**src/rtl/cpu0_div_pkg.sv**
```systemverilog
// Shared types and constants for the cpu0 iterative divider.
// Latency: n/a (declarations only).
// Backpressure: n/a.
package cpu0_div_pkg;

  localparam int DIV_DATA_W = 32;

  // Quotient reported for a zero divisor (matches RISC-V DIV/DIVU semantics).
  localparam logic [DIV_DATA_W-1:0] DIV_ZERO_QUOT = '1;

  typedef enum logic [1:0] {
    IDLE = 2'd0,
    CALC = 2'd1,
    FIX  = 2'd2
  } div_state_t;

endpackage

```
**src/rtl/cpu0_div_cell_if.sv**
```systemverilog
// Request/result bundle between the M-stage pipeline and the divide cell.
// Latency: n/a (wires only).
// Backpressure: pipeline stalls on busy; result is qualified by the done pulse.
// master = pipeline side (drives request), slave = divide cell (drives result).
interface cpu0_div_cell_if
  import cpu0_div_pkg::*;
#(
  parameter int DATA_W = DIV_DATA_W
);
  logic              start;
  logic              is_signed;
  logic              flush;
  logic [DATA_W-1:0] src1;
  logic [DATA_W-1:0] src2;
  logic              busy;
  logic              done;
  logic [DATA_W-1:0] quotient;
  logic [DATA_W-1:0] remainder;
  logic              div_by_zero;

  modport master (
    output start, is_signed, flush, src1, src2,
    input  busy, done, quotient, remainder, div_by_zero
  );

  modport slave (
    input  start, is_signed, flush, src1, src2,
    output busy, done, quotient, remainder, div_by_zero
  );
endinterface

```
**src/rtl/cpu0_div_step.sv**
```systemverilog
// One restoring radix-2 division step on unsigned magnitudes.
// Latency: combinational.
// Backpressure: none.
// Ports: rem/dvd_msb/divisor in; rem_next and q_bit out.
module cpu0_div_step #(
  parameter int DATA_W = 32
) (
  input  logic [DATA_W-1:0] rem,
  input  logic              dvd_msb,
  input  logic [DATA_W-1:0] divisor,
  output logic [DATA_W-1:0] rem_next,
  output logic              q_bit
);
  logic [DATA_W:0] shifted;
  logic [DATA_W:0] trial;

  assign shifted = {rem, dvd_msb};
  // rem < divisor is invariant, so shifted < 2*divisor and the top bit of
  // the DATA_W+1 bit difference is an exact borrow/sign indicator.
  assign trial    = shifted - {1'b0, divisor};
  assign q_bit    = ~trial[DATA_W];
  assign rem_next = q_bit ? trial[DATA_W-1:0] : shifted[DATA_W-1:0];
endmodule

```
**src/rtl/cpu0_div_cell.sv**
```systemverilog
// Iterative radix-2 DIV/DIVU/REM/REMU cell for the cpu0 M stage.
// Latency: fixed DATA_W+2 cycles from start to done (busy for DATA_W+1 cycles).
// Backpressure: start ignored while busy (no queuing); flush aborts silently.
// Ports: clk, reset_n (sync, active-low), bus (slave modport: start/is_signed/
// flush/src1/src2 in; busy/done/quotient/remainder/div_by_zero out).
module cpu0_div_cell
  import cpu0_div_pkg::*;
#(
  parameter int DATA_W = DIV_DATA_W,
  parameter int CNT_W  = $clog2(DATA_W) + 1
) (
  input  logic           clk,
  input  logic           reset_n,
  cpu0_div_cell_if.slave bus
);
  localparam logic [CNT_W-1:0]  LAST_STEP = CNT_W'(DATA_W - 1);
  // Replicated so any DATA_W still gets an all-ones quotient.
  localparam logic [DATA_W-1:0] DZ_QUOT   = {DATA_W{DIV_ZERO_QUOT[0]}};

  div_state_t        state;
  logic [CNT_W-1:0]  cnt;
  logic [DATA_W-1:0] dvd;       // dividend magnitude, shifted out msb-first
  logic [DATA_W-1:0] dvsr;      // divisor magnitude
  logic [DATA_W-1:0] rem;       // partial remainder
  logic [DATA_W-1:0] quo;       // quotient magnitude, shifted in lsb-first
  logic [DATA_W-1:0] raw_src1;  // returned as remainder on divide-by-zero
  logic              q_neg;
  logic              r_neg;
  logic              zero_div;

  logic              busy_q;
  logic              done_q;
  logic [DATA_W-1:0] quot_q;
  logic [DATA_W-1:0] rem_q;
  logic              dz_q;

  // Operand magnitudes; 0x80..0 maps onto itself, which is the correct
  // unsigned magnitude, so signed overflow needs no special case.
  logic              src1_neg;
  logic              src2_neg;
  logic [DATA_W-1:0] src1_mag;
  logic [DATA_W-1:0] src2_mag;

  assign src1_neg = bus.is_signed & bus.src1[DATA_W-1];
  assign src2_neg = bus.is_signed & bus.src2[DATA_W-1];
  assign src1_mag = src1_neg ? -bus.src1 : bus.src1;
  assign src2_mag = src2_neg ? -bus.src2 : bus.src2;

  logic [DATA_W-1:0] rem_next;
  logic              q_bit;

  cpu0_div_step #(
    .DATA_W (DATA_W)
  ) u_step (
    .rem      (rem),
    .dvd_msb  (dvd[DATA_W-1]),
    .divisor  (dvsr),
    .rem_next (rem_next),
    .q_bit    (q_bit)
  );

  logic [DATA_W-1:0] quo_fix;
  logic [DATA_W-1:0] rem_fix;

  assign quo_fix = q_neg ? -quo : quo;
  assign rem_fix = r_neg ? -rem : rem;

  always_ff @(posedge clk) begin
    if (!reset_n) begin
      state    <= IDLE;
      cnt      <= '0;
      dvd      <= '0;
      dvsr     <= '0;
      rem      <= '0;
      quo      <= '0;
      raw_src1 <= '0;
      q_neg    <= 1'b0;
      r_neg    <= 1'b0;
      zero_div <= 1'b0;
      busy_q   <= 1'b0;
      done_q   <= 1'b0;
      quot_q   <= '0;
      rem_q    <= '0;
      dz_q     <= 1'b0;
    end else begin
      done_q <= 1'b0;
      case (state)
        IDLE: begin
          // flush in the same cycle drops the request
          if (bus.start && !bus.flush) begin
            dvd      <= src1_mag;
            dvsr     <= src2_mag;
            raw_src1 <= bus.src1;
            q_neg    <= src1_neg ^ src2_neg;
            r_neg    <= src1_neg;
            zero_div <= (bus.src2 == '0);
            rem      <= '0;
            quo      <= '0;
            cnt      <= '0;
            busy_q   <= 1'b1;
            state    <= CALC;
          end
        end

        CALC: begin
          if (bus.flush) begin
            busy_q <= 1'b0;
            state  <= IDLE;
          end else begin
            rem <= rem_next;
            dvd <= {dvd[DATA_W-2:0], 1'b0};
            quo <= {quo[DATA_W-2:0], q_bit};
            cnt <= cnt + 1'b1;
            if (cnt == LAST_STEP) begin
              state <= FIX;
            end
          end
        end

        FIX: begin
          // flush beats the result update: outputs keep their old values
          if (!bus.flush) begin
            quot_q <= zero_div ? DZ_QUOT  : quo_fix;
            rem_q  <= zero_div ? raw_src1 : rem_fix;
            dz_q   <= zero_div;
            done_q <= 1'b1;
          end
          busy_q <= 1'b0;
          state  <= IDLE;
        end

        default: begin
          busy_q <= 1'b0;
          state  <= IDLE;
        end
      endcase
    end
  end

  assign bus.busy        = busy_q;
  assign bus.done        = done_q;
  assign bus.quotient    = quot_q;
  assign bus.remainder   = rem_q;
  assign bus.div_by_zero = dz_q;
endmodule

```
**src/flat_wrapper.sv**
```systemverilog
// flat-port wrapper written by rule: the top's interface ports become plain ports
module cpu0_div_cell_flat import cpu0_div_pkg::*;
#(
  parameter int DATA_W = DIV_DATA_W,
  parameter int CNT_W  = $clog2(DATA_W) + 1
)
  (clk, reset_n, bus_start, bus_is_signed, bus_flush, bus_src1, bus_src2, bus_busy, bus_done, bus_quotient, bus_remainder, bus_div_by_zero);
  cpu0_div_cell_if #(.DATA_W(DATA_W)) bus_i ();
  input  logic clk;
  input  logic reset_n;
  input wire logic [$bits(bus_i.start)-1:0] bus_start;
  input wire logic [$bits(bus_i.is_signed)-1:0] bus_is_signed;
  input wire logic [$bits(bus_i.flush)-1:0] bus_flush;
  input wire logic [$bits(bus_i.src1)-1:0] bus_src1;
  input wire logic [$bits(bus_i.src2)-1:0] bus_src2;
  output wire logic [$bits(bus_i.busy)-1:0] bus_busy;
  output wire logic [$bits(bus_i.done)-1:0] bus_done;
  output wire logic [$bits(bus_i.quotient)-1:0] bus_quotient;
  output wire logic [$bits(bus_i.remainder)-1:0] bus_remainder;
  output wire logic [$bits(bus_i.div_by_zero)-1:0] bus_div_by_zero;
  assign bus_i.start = bus_start;
  assign bus_i.is_signed = bus_is_signed;
  assign bus_i.flush = bus_flush;
  assign bus_i.src1 = bus_src1;
  assign bus_i.src2 = bus_src2;
  assign bus_busy = bus_i.busy;
  assign bus_done = bus_i.done;
  assign bus_quotient = bus_i.quotient;
  assign bus_remainder = bus_i.remainder;
  assign bus_div_by_zero = bus_i.div_by_zero;
  cpu0_div_cell #(.DATA_W(DATA_W), .CNT_W(CNT_W)) u_core (.clk(clk), .reset_n(reset_n), .bus(bus_i));
endmodule
```
**config.mk**
```make
export PLATFORM = sky130hd
export DESIGN_NAME = cpu0_div_cell_flat
export DESIGN_NICKNAME = d
export VERILOG_FILES = /design/src/rtl/cpu0_div_pkg.sv /design/src/rtl/cpu0_div_cell_if.sv /design/src/rtl/cpu0_div_step.sv /design/src/rtl/cpu0_div_cell.sv /design/src/flat_wrapper.sv
export SDC_FILE = /design/constraint.sdc
export NUM_CORES = 1
export LEC_CHECK = 0
export CAP_MARGIN = 20
export CORE_ASPECT_RATIO = 2
export CORE_MARGIN = 2
export CORE_UTILIZATION = 55
export DETAILED_ROUTE_END_ITERATION = 7
export GPL_ROUTABILITY_DRIVEN = 0
export PLACE_DENSITY_LB_ADDON = 0.05
export SKIP_LAST_GASP = 1
export SYNTH_ARGS = -nofsm -noshare
export SYNTH_HDL_FRONTEND = slang
export SYNTH_SLANG_ARGS = --single-unit
```
**constraint.sdc**
```tcl
create_clock -name clk -period 3.7 [get_ports clk]
set_input_delay 0.37 -clock clk [delete_from_list [all_inputs] [get_ports clk]]
set_output_delay 0.37 -clock clk [all_outputs]
set_load 0.01 [all_outputs]
```
Yosys cells after proc, flatten, opt, wreduce, memory -nomap -nowiden. Cells that the tools add are included.

Multiply operators: 0. Eq/ne operators: 7. Order comparisons: 0. Shift operators: 0. Mux-type cells: 26. $add $sub $neg: 6. Div/mod/pow operators: 0. Reductions and logical operators: 11. Bitwise gates (word level): 5.

Operators with widths (count): $mux 32 (12); $pmux 32 s2 (3); $neg 32->32 (4); $sub 33x32->33 (1); $logic_not 32->1 (1); $mux 6 (2); $pmux 6 s2 (1); $reduce_and 2->1 (5); $add 6x1->6 const B (1); $eq 6x5->1 const B (1); $mux 2 (3); $ne 2x2->1 const B (2); $pmux 2 s2 (1); $mux 1 (3); $ne 3x2->1 const B (1); $reduce_and 3->1 (1); $and 1x1->1 (2); $eq 2x1->1 const B (1); $eq 2x2->1 const B (1); $logic_not 2->1 (1); $ne 2x1->1 const B (1); $not 1->1 (2); $pmux 1 s2 (1); $reduce_bool 2->1 (1); 3 further kinds (3).

Bits of input ports: 69. ROM bits: 0. Output and inout port bits: 67. Memories kept: 0. Bits in latches: 0. Register bits after elaboration: 238. Logic and storage cells: 70. RAM bits: 0.

Logic depth before layout (Yosys ltp).
Word-level depth: 4. Gate-level depth with buffers: 14. Gate-level depth less buffers: 12.

Hierarchy. From an unflattened synthesis, not the netlist that was laid out.

Cell total of the unflattened synthesis: 1777. Area, all modules: 14082.3 µm².

Modules (own cells, without submodules): cpu0_div_cell (times used 1, cells an instance 1472, area an instance 11723.7 µm²); cpu0_div_step (times used 1, cells an instance 305, area an instance 2358.5 µm²).

Worst setup path before layout. OpenSTA, ideal clock, no wires.

Path type: register to register. Start point: register u_core.dvd[31]. End point: register u_core.rem[5]. Arrival time: 2888 ps. Data required time: 3605 ps. Slack: 716 ps. Path buffers: 0. Clock period less this slack: 2984 ps. Setup time: 95 ps. Cell stages (with the launch flop): 13. Cell sequence: dfxtp_1 inv_1 ha_1 fa_1 nand2b_1 a21oi_2 o21ai_1 a2111oi_4 o21ai_2 o211a_4 xor2_2 or4_1 o311ai_1.

Cells in the longest elaborated chain, start to end: 4.

Ends and longest elaborated chain: from (decl) (RTL line cpu0_div_cell.sv:22) `logic [DATA_W-1:0] dvd;`; from (signal assigned) (RTL line cpu0_div_cell.sv:91) `dvd <= src1_mag;`; from (signal assigned) (RTL line cpu0_div_cell.sv:111) `dvd <= {dvd[DATA_W-2:0], 1'b0};`; $sub 33x32->33 (RTL line cpu0_div_step.sv:20) `assign trial = shifted - {1'b0, divisor};`; $mux 32 (RTL line cpu0_div_step.sv:22) `assign rem_next = q_bit ? trial[DATA_W-1:0] : shifted[DATA_W-1:0];`; $mux 32 (RTL line cpu0_div_cell.sv:106) `if (bus.flush) begin`; $pmux 32 s2 (RTL line cpu0_div_cell.sv:87) `case (state)`; to (signal assigned) (RTL line cpu0_div_cell.sv:110) `rem <= rem_next;`; to (decl) (RTL line cpu0_div_cell.sv:24) `logic [DATA_W-1:0] rem;`.

No other way between the ends. The select of a mux whose other input is x is not followed. A chain may end at the register's enable or synchronous reset.

Worst setup path in the final report. Ends and elaborated chain as after synthesis.

==> flow_metrics.env <==
export IMPL_outcome="finished clean"
export IMPL_syn_inst=1749
export IMPL_root_buffer="clkbuf_16"
export IMPL_routed_wl_um=41430
export IMPL_relSlewSlack=0.2533
export IMPL_drtIter0Drc=648
export IMPL_synth_area_um2=13280
export IMPL_fin_skew_ps=18.11
export IMPL_worst_pin_slew_ps=1118
export IMPL_dr_pass1_iters=5
export IMPL_hold_buffers=0
export IMPL_startpoint_type="flop"
export IMPL_cts_max_path_buffers=3
export IMPL_drive_above_1_share=0.05790
export IMPL_grt_max_degree=89
export IMPL_whs_path_depth=3
export IMPL_path_max_fanout=9
export IMPL_cts_sinks=238
export IMPL_cts_setup_buffers=0
export IMPL_pwr_density_cell_nw_per_um2=383.3
export IMPL_rr_startpoint="u_core.dvd[31]"
export IMPL_worstPathRequired_ps=4130
export IMPL_track_usage=0.3251
export IMPL_min_delay_start="reset_n"
export IMPL_yosys_warnings=0
export IMPL_setup_violations_final=0
export IMPL_grt_overflow=0
export IMPL_cts_resized=0
export IMPL_start_util=0.5576
export IMPL_synth_ff_latch_count=238
export IMPL_dp_hpwl_um=31280
export IMPL_ir_drop_mv=0.3647
export IMPL_ys_seq_area_frac=0.3587
export IMPL_hold_violations=0
export IMPL_r2r_slack_ps=220
export IMPL_fin_util=0.6574
export IMPL_cts_max_level=1
export IMPL_ios=136
export IMPL_numPortBuffers=135
export IMPL_clock_latency_ps=530
export IMPL_total_power_w=0.006003
export IMPL_path_class="flop to flop"
export IMPL_dpl_cell_area_um2=14860
export IMPL_fin_area_um2=15660
export IMPL_post_route_period_util=0.9400
export IMPL_synth_edf_count=0
export IMPL_core_um2=23820
export IMPL_row_count=80
export IMPL_yosysUniqueCellTypes=76
export IMPL_fmax_mhz=287.5
export IMPL_antenna_found_initial=1
export IMPL_path_cells="inv_1, ha_1, fa_1, nand2b_1, a21oi_2, o21ai_1, a2111oi_4, o21ai_2, o211a_4, xor2_2, buf_4, or4_1, o311ai_1"
export IMPL_cpPeakStageDelay_ps=520
export IMPL_synth_ff_type="dfxtp_1"
export IMPL_vias=12900
export IMPL_clk_pin_slew_worst_paths_ps=70
export IMPL_syn_nets=1856
export IMPL_rsz0062_at_grt="no"
export IMPL_dieArea_um2=25480
export IMPL_grt_pass1_wl_um=65600
export IMPL_min_to="u_core.bus.quotient[26]"
export IMPL_die_w_um=113.9
export IMPL_cts_tree="done"
export IMPL_cts_buffers=23
export IMPL_leakage_nw=5.836
export IMPL_fin_nets=1939
export IMPL_arrival_ps=3910
export IMPL_antennaDiodeCount=0
export IMPL_fp_dieH_um=223.8
export IMPL_end_kind="flop"
export IMPL_grt_pass1_vias=12730
export IMPL_syn_area_per_cell_um2=7.594
export IMPL_rr_worst_depth=13
export IMPL_via_per_inst=6.040
export IMPL_min_period_ps=3478
export IMPL_wl_per_cell_um=19.41
export IMPL_ant_nets=0
export IMPL_r2r_end="u_core.rem[5]"
export IMPL_drv_slew=0
export IMPL_cp_slowest_cell="or4_1"
export IMPL_cap_violations=0
export IMPL_area_delta_synth_final_pct=17.90
export IMPL_hp_class="input port to flop"
export IMPL_tns_ps=0
export IMPL_drc=0
export IMPL_ys_async_sr_fraction=0
-- per-stage QoR --
step                      hold slack (ps)  std cells  worst slack [ps]
after floorplan                     426.8       1749             716.3
after global placement              439.4       2094             353.7
after detailed placement            446.5       2094             270.8
after CTS                           343.4       2135             236.6
after global routing                375.5       2135             73.54
final                               370.6       2135             222.0
-- layout make-up --
cell class | instances | area [um^2]
fill | 2145 | 8163
multi-input combinational | 1348 | 7924
sequential | 238 | 4766
timing repair buffer | 170 | 1622
clock buffer | 28 | 634.4
tap | 287 | 359.1
inverter | 51 | 193.9
clock inverter | 13 | 161.4
-- per-layer routing --
layer | vias to the layer above | wire length, um | GRT usage
met5 | - | 0 | 0
li1 | 6317 | - | -
met2 | 373 | 21650 | 0.6044
met4 | 0 | 4186 | 0.2825
met1 | 6045 | 14220 | 0.3109
met3 | 160 | 1383 | 0.02922
-- report_power, final --
| group | internal, W | switching [W] |
|---|---|---|
| Combinational | 0.000309 | 0.000512 |
| Sequential | 0.00263 | 0.0000428 |
| Clock | 0.00144 | 0.00107 |
| Total | 0.00438 | 0.00162 |
-- critical path: cells and delay by family, from the launching register on --
kind / cells / cell delay, ps
simple gates: 2 / 720
compound gates: 6 / 1320
xor+xnor: 1 / 150
flops: 1 / 310
fa+ha+maj: 2 / 620
buf+inv: 2 / 250
-- how the worst max path moves through the flow --
stage	startpoint	to	slack [ps]	cells past startpoint
6_report	u_core.dvd[31]	u_core.rem[5]	220	13
5_1_grt	u_core.rem[0]	u_core.rem[14]	70	12
4_1_cts	u_core.dvd[31]	u_core.rem[5]	240	13
3_5_place_dp	u_core.dvd[31]	u_core.rem[5]	270	13
3_3_place_gp	u_core.dvd[31]	u_core.rem[5]	350	13
2_1_floorplan	u_core.dvd[31]	u_core.rem[5]	720	12
-- cell usage in the layout, fill, tap and decap left out, types with 4 or more instances in the layout --
master,count
nand2_1,287
dfxtp_1,237
a21oi_1,208
clkdlybuf4s50_1,134
nor2_1,122
o21ai_0,115
nand3_1,105
xor2_1,95
xnor2_1,51
inv_1,50
a211oi_1,37
ha_1,37
buf_4,34
nor3_1,33
o31ai_1,31
clkbuf_16,23
nand2b_1,18
nor2b_1,13
o41ai_1,13
a32oi_1,13
o211ai_1,12
nor4_1,11
or3_1,10
a21o_1,9
or4_1,9
nand4_1,8
and3_1,7
o221ai_1,6
a2111oi_0,6
or2_2,5
o21a_1,5
nor3b_1,5
a31oi_1,5
a221oi_1,4
and2_1,4
o22ai_1,4
clkinv_2,4
clkbuf_8,4
-- cells in the mapped netlist (37+ instances only) --
cell type / n / area, um^2
nand2_1: 287 / 1077
xnor2_1: 51 / 446.7
o21ai_0: 115 / 575.6
nand3_1: 105 / 525.5
dfxtp_1: 238 / 4765
clkbuf_1: 98 / 367.9
a211oi_1: 37 / 277.8
ha_1: 37 / 462.9
nor2_1: 126 / 473.0
xor2_1: 95 / 832.1
inv_1: 50 / 187.7
a21oi_1: 208 / 1041
-- logic make-up (layout without fill, tap and decap cells) --
logic type                 after synthesis  after routing  share of synthesized area
AOI/OAI and AO/OA                      503            503                     0.2332
xor gates and xnor gates               148            148                    0.09957
adders and majority gates               38             38                    0.03636
buffers and inverters                  163            262                    0.04653
DFF                                    238            238                     0.3587
muxes                                    3              3                   0.002261
and+or+nand+nor                        656            656                     0.2233
-- flip-flops by register name, indices dropped and copies added, names as in the netlist, 6 cells and up --
| register | count |
|---|---|
| u_core.bus.quotient | 32 |
| u_core.dvsr | 32 |
| u_core.bus.remainder | 32 |
| u_core.cnt | 6 |
| u_core.raw_src1 | 32 |
| u_core.rem | 32 |
| u_core.dvd | 32 |
| u_core.quo | 32 |
No activity file was read; power rests on OpenSTA's default activity.
==> patch, RTL diff (config.mk and constraints unchanged) <==
The package constant `DIV_DATA_W` goes from 32 to 64.
--- a/src/rtl/cpu0_div_pkg.sv
+++ b/src/rtl/cpu0_div_pkg.sv
@@ -3,7 +3,7 @@
 // Backpressure: n/a.
 package cpu0_div_pkg;
 
-  localparam int DIV_DATA_W = 32;
+  localparam int DIV_DATA_W = 64;
 
   // Quotient reported for a zero divisor (matches RISC-V DIV/DIVU semantics).
   localparam logic [DIV_DATA_W-1:0] DIV_ZERO_QUOT = '1;
Ports: changed (resized bus_quotient, bus_remainder, bus_src1 and bus_src2); port bits go from 136 to 264. The function was not compared with the original's and may differ.
==> patch against the unedited design <==
Wire length increased by 110%; sequential power increased by 94%; sequential share of layout area decreased by 1.3 points; sequential cell count increased by 225; setup slack got worse by 0.028 ns; cell area increased by 100%; power increased by 86%; critical endpoint is now u_core.bus.quotient[62]; synthesized area increased by 100%; cell count increased by 110%; via count increased by 110%; clock skew increased by 0.015 ns.
==> patch: results (changes against the unedited design) <==
stdcell_count: 4480  # +110%
powerDensity_nw_per_um2: 351  # -8.5%
critPathTopFamily: "simple AND/OR/NAND/NOR gates"
nNetsFinal: 4014  # +110%
place_area_um2: 30400  # +100%
synth_nets: 3813  # +110%
grtUsageMet3_pct: 4.45  # +1.5 points
antenna_found_initial: 5  # +4
dr.first_iter.drc_count: 2456  # +280%
hold_end: "u_core.dvd[40]"
syn_inst: 3610  # +110%
outcome: "finished clean"
grt_max_degree: 191  # +110%
clkLatencyLatePin_ns: 0.59  # +0.06 ns
wl_met2_um: 40300  # +86%
synthTopCellsByArea: "dfxtp_1 35%, a21oi_1 8.7%, nand2_1 8.0%"
fillers: 4352  # +100%
met1_usage_pct: 41.0  # +9.9 points
powerSeq_mw: 5.19  # +94%
critical_path.endpoint: "u_core.bus.quotient[62]"
synth.distinct_cells: 82  # +7.9%
viasPerCell: 6.09  # +0.85%
r2r_setup_slack_ns: 0.19  # -0.03 ns
ys_seq_area_share_pct: 34.8  # -1.1 points
drive_above_1_share_pct: 6.59  # +0.80 points
-- patch: cell types whose count changed after synthesis, sizes merged, moves of 53 or more --
| cell | change |
|---|---|
| a21oi | +253 |
| clkbuf | +126 |
| dfxtp | +225 |
| nand2 | +282 |
| nand3 | +137 |
| nor2 | +118 |
| o21ai | +173 |
| xnor2 | +53 |
| xor2 | +95 |
-- patch: cell type report --
cell class                 instances  area [um^2]  share of cell area (%)
inverter                          99          379                    1.19
clock inverter                    12          120                   0.378
multi-input combinational       2798        16200                    50.9
sequential                       463         9280                    29.2
timing repair buffer             406         3790                    11.9
clock buffer                      64         1240                    3.92
tap                              638          798                    2.51
-- patch: what timing repair did --
action                     CTS  global route
resized for setup            0             7
buffers inserted             0             0
setup endpoints to repair    0            53
-- patch: cells by family after synthesis --
logic type,after synthesis
fa+ha+maj,70
mux,7
buf+inv,349
simple gates,1334
flops,463
xor+xnor,296
compound gates,1091
